File: src/rtl/mux4_rr_arbiter.sv
// ---------------------------------------------------------------------------
// mux4_rr_arbiter
//
// Round-robin arbiter that shares one 4:1 mux between four requesters. It
// picks a winner, registers the winner's data word into out_data, pulses that
// requester's ack for one cycle, and holds the word under a valid/ready
// handshake. When the consumer accepts a word and another request is waiting,
// the next word is captured on the same edge, so the output can move one
// word per cycle.
//
// Ports:
//   clk        system clock, rising edge
//   rst        asynchronous, active-high reset
//   req[3:0]   level requests, held by each requester until its ack
//   din0..din3 requester data words (DATA_W bits each)
//   ack[3:0]   one-cycle pulse naming the requester whose word was captured
//   out_valid  out_data/out_sel hold a captured word
//   out_ready  consumer accepts the word when out_valid && out_ready
//   out_data   captured word (registered)
//   out_sel    index of the requester that supplied out_data (registered)
//   busy       high while a word is held
// ---------------------------------------------------------------------------
module mux4_rr_arbiter #(
  parameter int DATA_W = 2
) (
  input  logic              clk,
  input  logic              rst,
  input  logic [3:0]        req,
  input  logic [DATA_W-1:0] din0,
  input  logic [DATA_W-1:0] din1,
  input  logic [DATA_W-1:0] din2,
  input  logic [DATA_W-1:0] din3,
  output logic [3:0]        ack,
  output logic              out_valid,
  input  logic              out_ready,
  output logic [DATA_W-1:0] out_data,
  output logic [1:0]        out_sel,
  output logic              busy
);

  typedef enum logic {
    IDLE = 1'b0,
    FULL = 1'b1
  } state_t;

  state_t            state_q, state_d;
  logic [1:0]        ptr_q, ptr_d;
  logic [DATA_W-1:0] out_data_q, out_data_d;
  logic [1:0]        out_sel_q, out_sel_d;
  logic [3:0]        ack_q, ack_d;

  logic [3:0]        ereq;
  logic              win_found;
  logic [1:0]        win_idx;
  logic [DATA_W-1:0] mux_data;
  logic              capture;

  // The requester being acked this cycle still has req high (it drops it on
  // the edge that ends the ack cycle), so it is masked out of arbitration.
  assign ereq = req & ~ack_q;

  // Search from ptr upward with 2-bit wrap. The loop runs from the farthest
  // candidate to the nearest so that the nearest requester is assigned last
  // and therefore wins.
  // NOTE: every signal written in an always_comb gets a default first, so no
  // path through the block leaves it unassigned and no latch is inferred.
  always_comb begin
    win_found = 1'b0;
    win_idx   = 2'd0;
    for (int k = 3; k >= 0; k--) begin
      if (ereq[ptr_q + 2'(k)]) begin
        win_found = 1'b1;
        win_idx   = ptr_q + 2'(k);
      end
    end
  end

  // The shared 4:1 mux, keyed by the winner index.
  always_comb begin
    mux_data = din0;
    unique case (win_idx)
      2'd0: mux_data = din0;
      2'd1: mux_data = din1;
      2'd2: mux_data = din2;
      2'd3: mux_data = din3;
    endcase
  end

  // Next state. A capture happens whenever there is a winner and the output
  // register is free or being emptied on this same edge.
  always_comb begin
    state_d    = state_q;
    ptr_d      = ptr_q;
    out_data_d = out_data_q;
    out_sel_d  = out_sel_q;
    ack_d      = 4'b0000;
    capture    = 1'b0;

    unique case (state_q)
      IDLE: begin
        capture = win_found;
      end
      FULL: begin
        if (out_ready) begin
          capture = win_found;
          if (!win_found) begin
            state_d = IDLE;
          end
        end
      end
    endcase

    if (capture) begin
      state_d    = FULL;
      ptr_d      = win_idx + 2'd1;
      out_data_d = mux_data;
      out_sel_d  = win_idx;
      ack_d      = 4'b0001 << win_idx;
    end
  end

  // NOTE: sequential state uses non-blocking assignments only, so every flop
  // samples pre-edge values regardless of block ordering. The reset is
  // asynchronous: a pending word is dropped at once with no ack.
  always_ff @(posedge clk or posedge rst) begin
    if (rst) begin
      state_q    <= IDLE;
      ptr_q      <= 2'd0;
      out_data_q <= '0;
      out_sel_q  <= 2'd0;
      ack_q      <= 4'b0000;
    end else begin
      state_q    <= state_d;
      ptr_q      <= ptr_d;
      out_data_q <= out_data_d;
      out_sel_q  <= out_sel_d;
      ack_q      <= ack_d;
    end
  end

  assign out_valid = (state_q == FULL);
  assign busy      = (state_q == FULL);
  assign out_data  = out_data_q;
  assign out_sel   = out_sel_q;
  assign ack       = ack_q;

endmodule

File: config.mk
export PLATFORM = sky130hd
export DESIGN_NAME = mux4_rr_arbiter
export DESIGN_NICKNAME = d
export VERILOG_FILES = /design/src/rtl/mux4_rr_arbiter.sv
export SDC_FILE = /design/constraint.sdc
export NUM_CORES = 1
export LEC_CHECK = 0
export ABC_AREA = 1
export BUFFER_PORTS_ARGS = -buffer_cell sky130_fd_sc_hd__clkbuf_2
export CORE_MARGIN = 8
export CORE_UTILIZATION = 48
export DETAILED_ROUTE_END_ITERATION = 8
export PLACE_DENSITY_LB_ADDON = 0.08
export SLEW_MARGIN = 15
export SYNTH_ARGS = -nofsm -noshare
export SYNTH_HDL_FRONTEND = slang
export SYNTH_SLANG_ARGS = --single-unit
File: constraint.sdc
create_clock -name clk -period 2.6 [get_ports clk]
set_clock_uncertainty 0.15 [all_clocks]
set_input_delay 0.39 -clock clk [delete_from_list [all_inputs] [get_ports clk]]
set_output_delay 0.39 -clock clk [all_outputs]
set_load 0.02 [all_outputs]
==> impl_metrics.yaml <==
run_status:
  status: "completed"
logic_synthesis:
  yosys.area_share.adder_pct: 8.183
  synth_area_sq_um: 764.5
  yosysTopAreaCell: "dfrtp_1"
  synthDistinctLibCells: 19
  async_reset_ff_share_pct: 100.0
  synth_area_per_cell_sq_um: 7.014
  yosys.area_share.xor_xnor_pct: 2.291
  yosysSeqAreaShare_pct: 36.01
  synthSimpleGateAreaFrac_pct: 31.59
  synth-compound-area-share_pct: 8.674
  mappedNetlistNets: 129
  synth_top_cell_area_share_pct: 36.01
  synthTopCellsByCount: "nand2_1 (41), inv_1 (17), dfrtp_1 (11)"
  synthMuxAreaShare_pct: 0
  ys.flop_type: "dfrtp_1"
  synth_top_family_by_area: "simple AND/OR/NAND/NOR gates"
  yosys-top-cells-area: "dfrtp_1 (36%), nand2_1 (20%), inv_1 (8.3%), ha_1 (8.2%), nand3_1 (6.5%)"
  synth-warning-count: 0
  netlist_instances: 109
  synth.most_common_cell: "nand2_1"
  ys_ff_latch: 11
  synth-edff-count: 0
place:
  placed_area_sq_um: 874.6
  portBuffers: 24
  hpwl_um: 1380
  gp_congestion: 0.8640
setup_path:
  cp-end-kind: "flop"
  arrival_ns: 2.32
  path_class: "reg2reg"
  critPathLaunchType: "flop"
  critPathMaxFanout: 8
  crit_required_ns: 2.60
  regToRegStartpoint: "ptr_q[0]"
  reg2reg_depth: 14
  rrSetupSlack_ns: 0.28
  rr_endpoint: "out_data[0]"
drt:
  drc: 0
  final_antenna_net_count: 0
  via_per_inst: 4.636
  wire_per_inst_um: 10.93
  first_pass_iters: 4
  vias: 700
  drt-initial-drc-count: 19
  routed_wl_um: 1651
clock_network:
  clock_path_buffers: 2
  clock-root-buffer: "clkbuf_4"
  clk_latency_ns: 0.26
  path_clk_slew_ns: 0.07
  cts_tree: "yes"
  htreeDepth: 1
  cts_sinks: 11
  numCtsBuffers: 3
sta:
  slew-limit-headroom_pct: 71.55
  slew_violations: 0
  finalSetupTns_ns: 0
  whs_ns: 0.2815
  final.period_utilization_pct: 89.34
  rsz0062_at_grt: "no"
  setup_viol: 0
  tightestPinTransition_ns: 0.4263
  period_needed_ns: 2.323
  hold_violations: 0
  max_freq_mhz: 430.5
power_and_ir_drop:
  power.static_leakage_nw: 0.5473
  p_per_area_nw_per_um2: 1648
  ir_worst_vdd_mv: 1.003
  power_w: 0.001503
grt:
  grt_max_degree: 13
  grt_pass1_wl_um: 2911
  grt.total_usage_pct: 10.84
  grt-ovfl-total: 0
  grt_pass1_vias: 761
  antenna_found_initial: 0
layout:
  drive_gt1_share_pct: 25.19
  final_cell_area_sq_um: 912.1
  final_util_pct: 60.55
  fillers: 153
  antenna_cells: 0
  area_growth_pct: 19.31
  num-nets-final: 156
hold_path:
  hp-class: "in2reg"
  whs_endpoint: "busy"
  min_path_cells: 4
  min_from: "out_ready"
job:
  cap_violations: 0
floorplan:
  row_count: 14
  start_util_pct: 50.75
  core_area_sq_um: 1506
  ios: 25
  dieArea_sq_um: 3126
  fp.dieW_um: 55.91
  die_y_um: 55.91
-- where the power goes --
part,switching [W],internal (W),total [W]
clock network,0.0000548,0.0000593,0.000114
logic,0.000676,0.000405,0.00108
registers,0.0000579,0.000250,0.000308
-- through the flow --
step                instances  setup WS [ns]
CTS                       151         0.2261
finish                    151         0.2771
global route              151        0.02870
floorplan                 109         0.4915
detailed placement        146         0.2436
global placement          146         0.3117
-- timing repair --
item / in CTS / in global routing
setup buffers: 0 / 0
hold buffers: 1 / 0
endpoints found under the hold margin: 11 / 0
resized for setup: 0 / 1
setup endpoints to repair: 0 / 1
-- sequential cells by signal, indices dropped and copies added, names as in the netlist --
register  cells
busy          1
out_data      2
ptr_q         2
ack           4
out_sel       2
-- layout by cell type, fill, tap and decap left out, drive strengths merged --
cell type	instances
a21o	1
a21oi	3
a32o	2
clkbuf	28
dfrtp	11
dlygate4sd3	1
ha	5
inv	19
nand2	43
nand3	10
nor2	6
o21ai	4
xnor2	1
xor2	1
-- worst max-delay path by stage --
| stage | slack [ns] | end | cells after the start | start |
|---|---|---|---|---|
| after floorplan | 0.49 | out_data[0] | 13 | ptr_q[0] |
| after global placement | 0.31 | out_data[1] | 14 | ptr_q[0] |
| after detailed placement | 0.24 | out_data[1] | 14 | ptr_q[0] |
| after CTS | 0.23 | out_data[1] | 14 | ptr_q[0] |
| after global routing | 0.03 | out_data[1] | 14 | ptr_q[0] |
| final | 0.28 | out_data[0] | 14 | ptr_q[0] |
-- cells by family (layout without fill, tap and decap cells) --
logic type,Yosys count,count (layout)
flip-flops,11,11
AO/OA/AOI/OAI,10,10
adder cells (fa/ha/maj),5,5
AND/OR/NAND/NOR,59,59
XOR/XNOR,2,2
buffers and inverters,22,48
-- layer usage --
layer	GRT usage, %	wire length [um]	up-vias
li1	-	-	381
met1	11.99	727	300
met2	20.19	869	15
met3	1.370	31	4
met4	4.124	23	0
met5	0	0	-
-- critical path, stage by stage, from the launching register on --
cell,delay (ns)
dfrtp_2,0.47
inv_2,0.12
nand3_1,0.09
nand2_1,0.08
nand2_1,0.08
nand2_2,0.10
inv_2,0.05
a21oi_1,0.13
nand2_1,0.09
nand2_1,0.15
inv_1,0.08
ha_1,0.23
a21oi_1,0.15
a32o_1,0.18
o21ai_2,0.06
-- area by class of cell --
class	count	area, sq um	area share [%]
Multi-Input combinational cell	76	387.9	42.52
Sequential cell	11	276.5	30.32
Timing Repair Buffer	25	130.1	14.27
Inverter	19	71.32	7.819
Clock buffer	4	26.28	2.881
Tap cell	16	20.02	2.195
No activity file was read; power rests on OpenSTA's default activity.
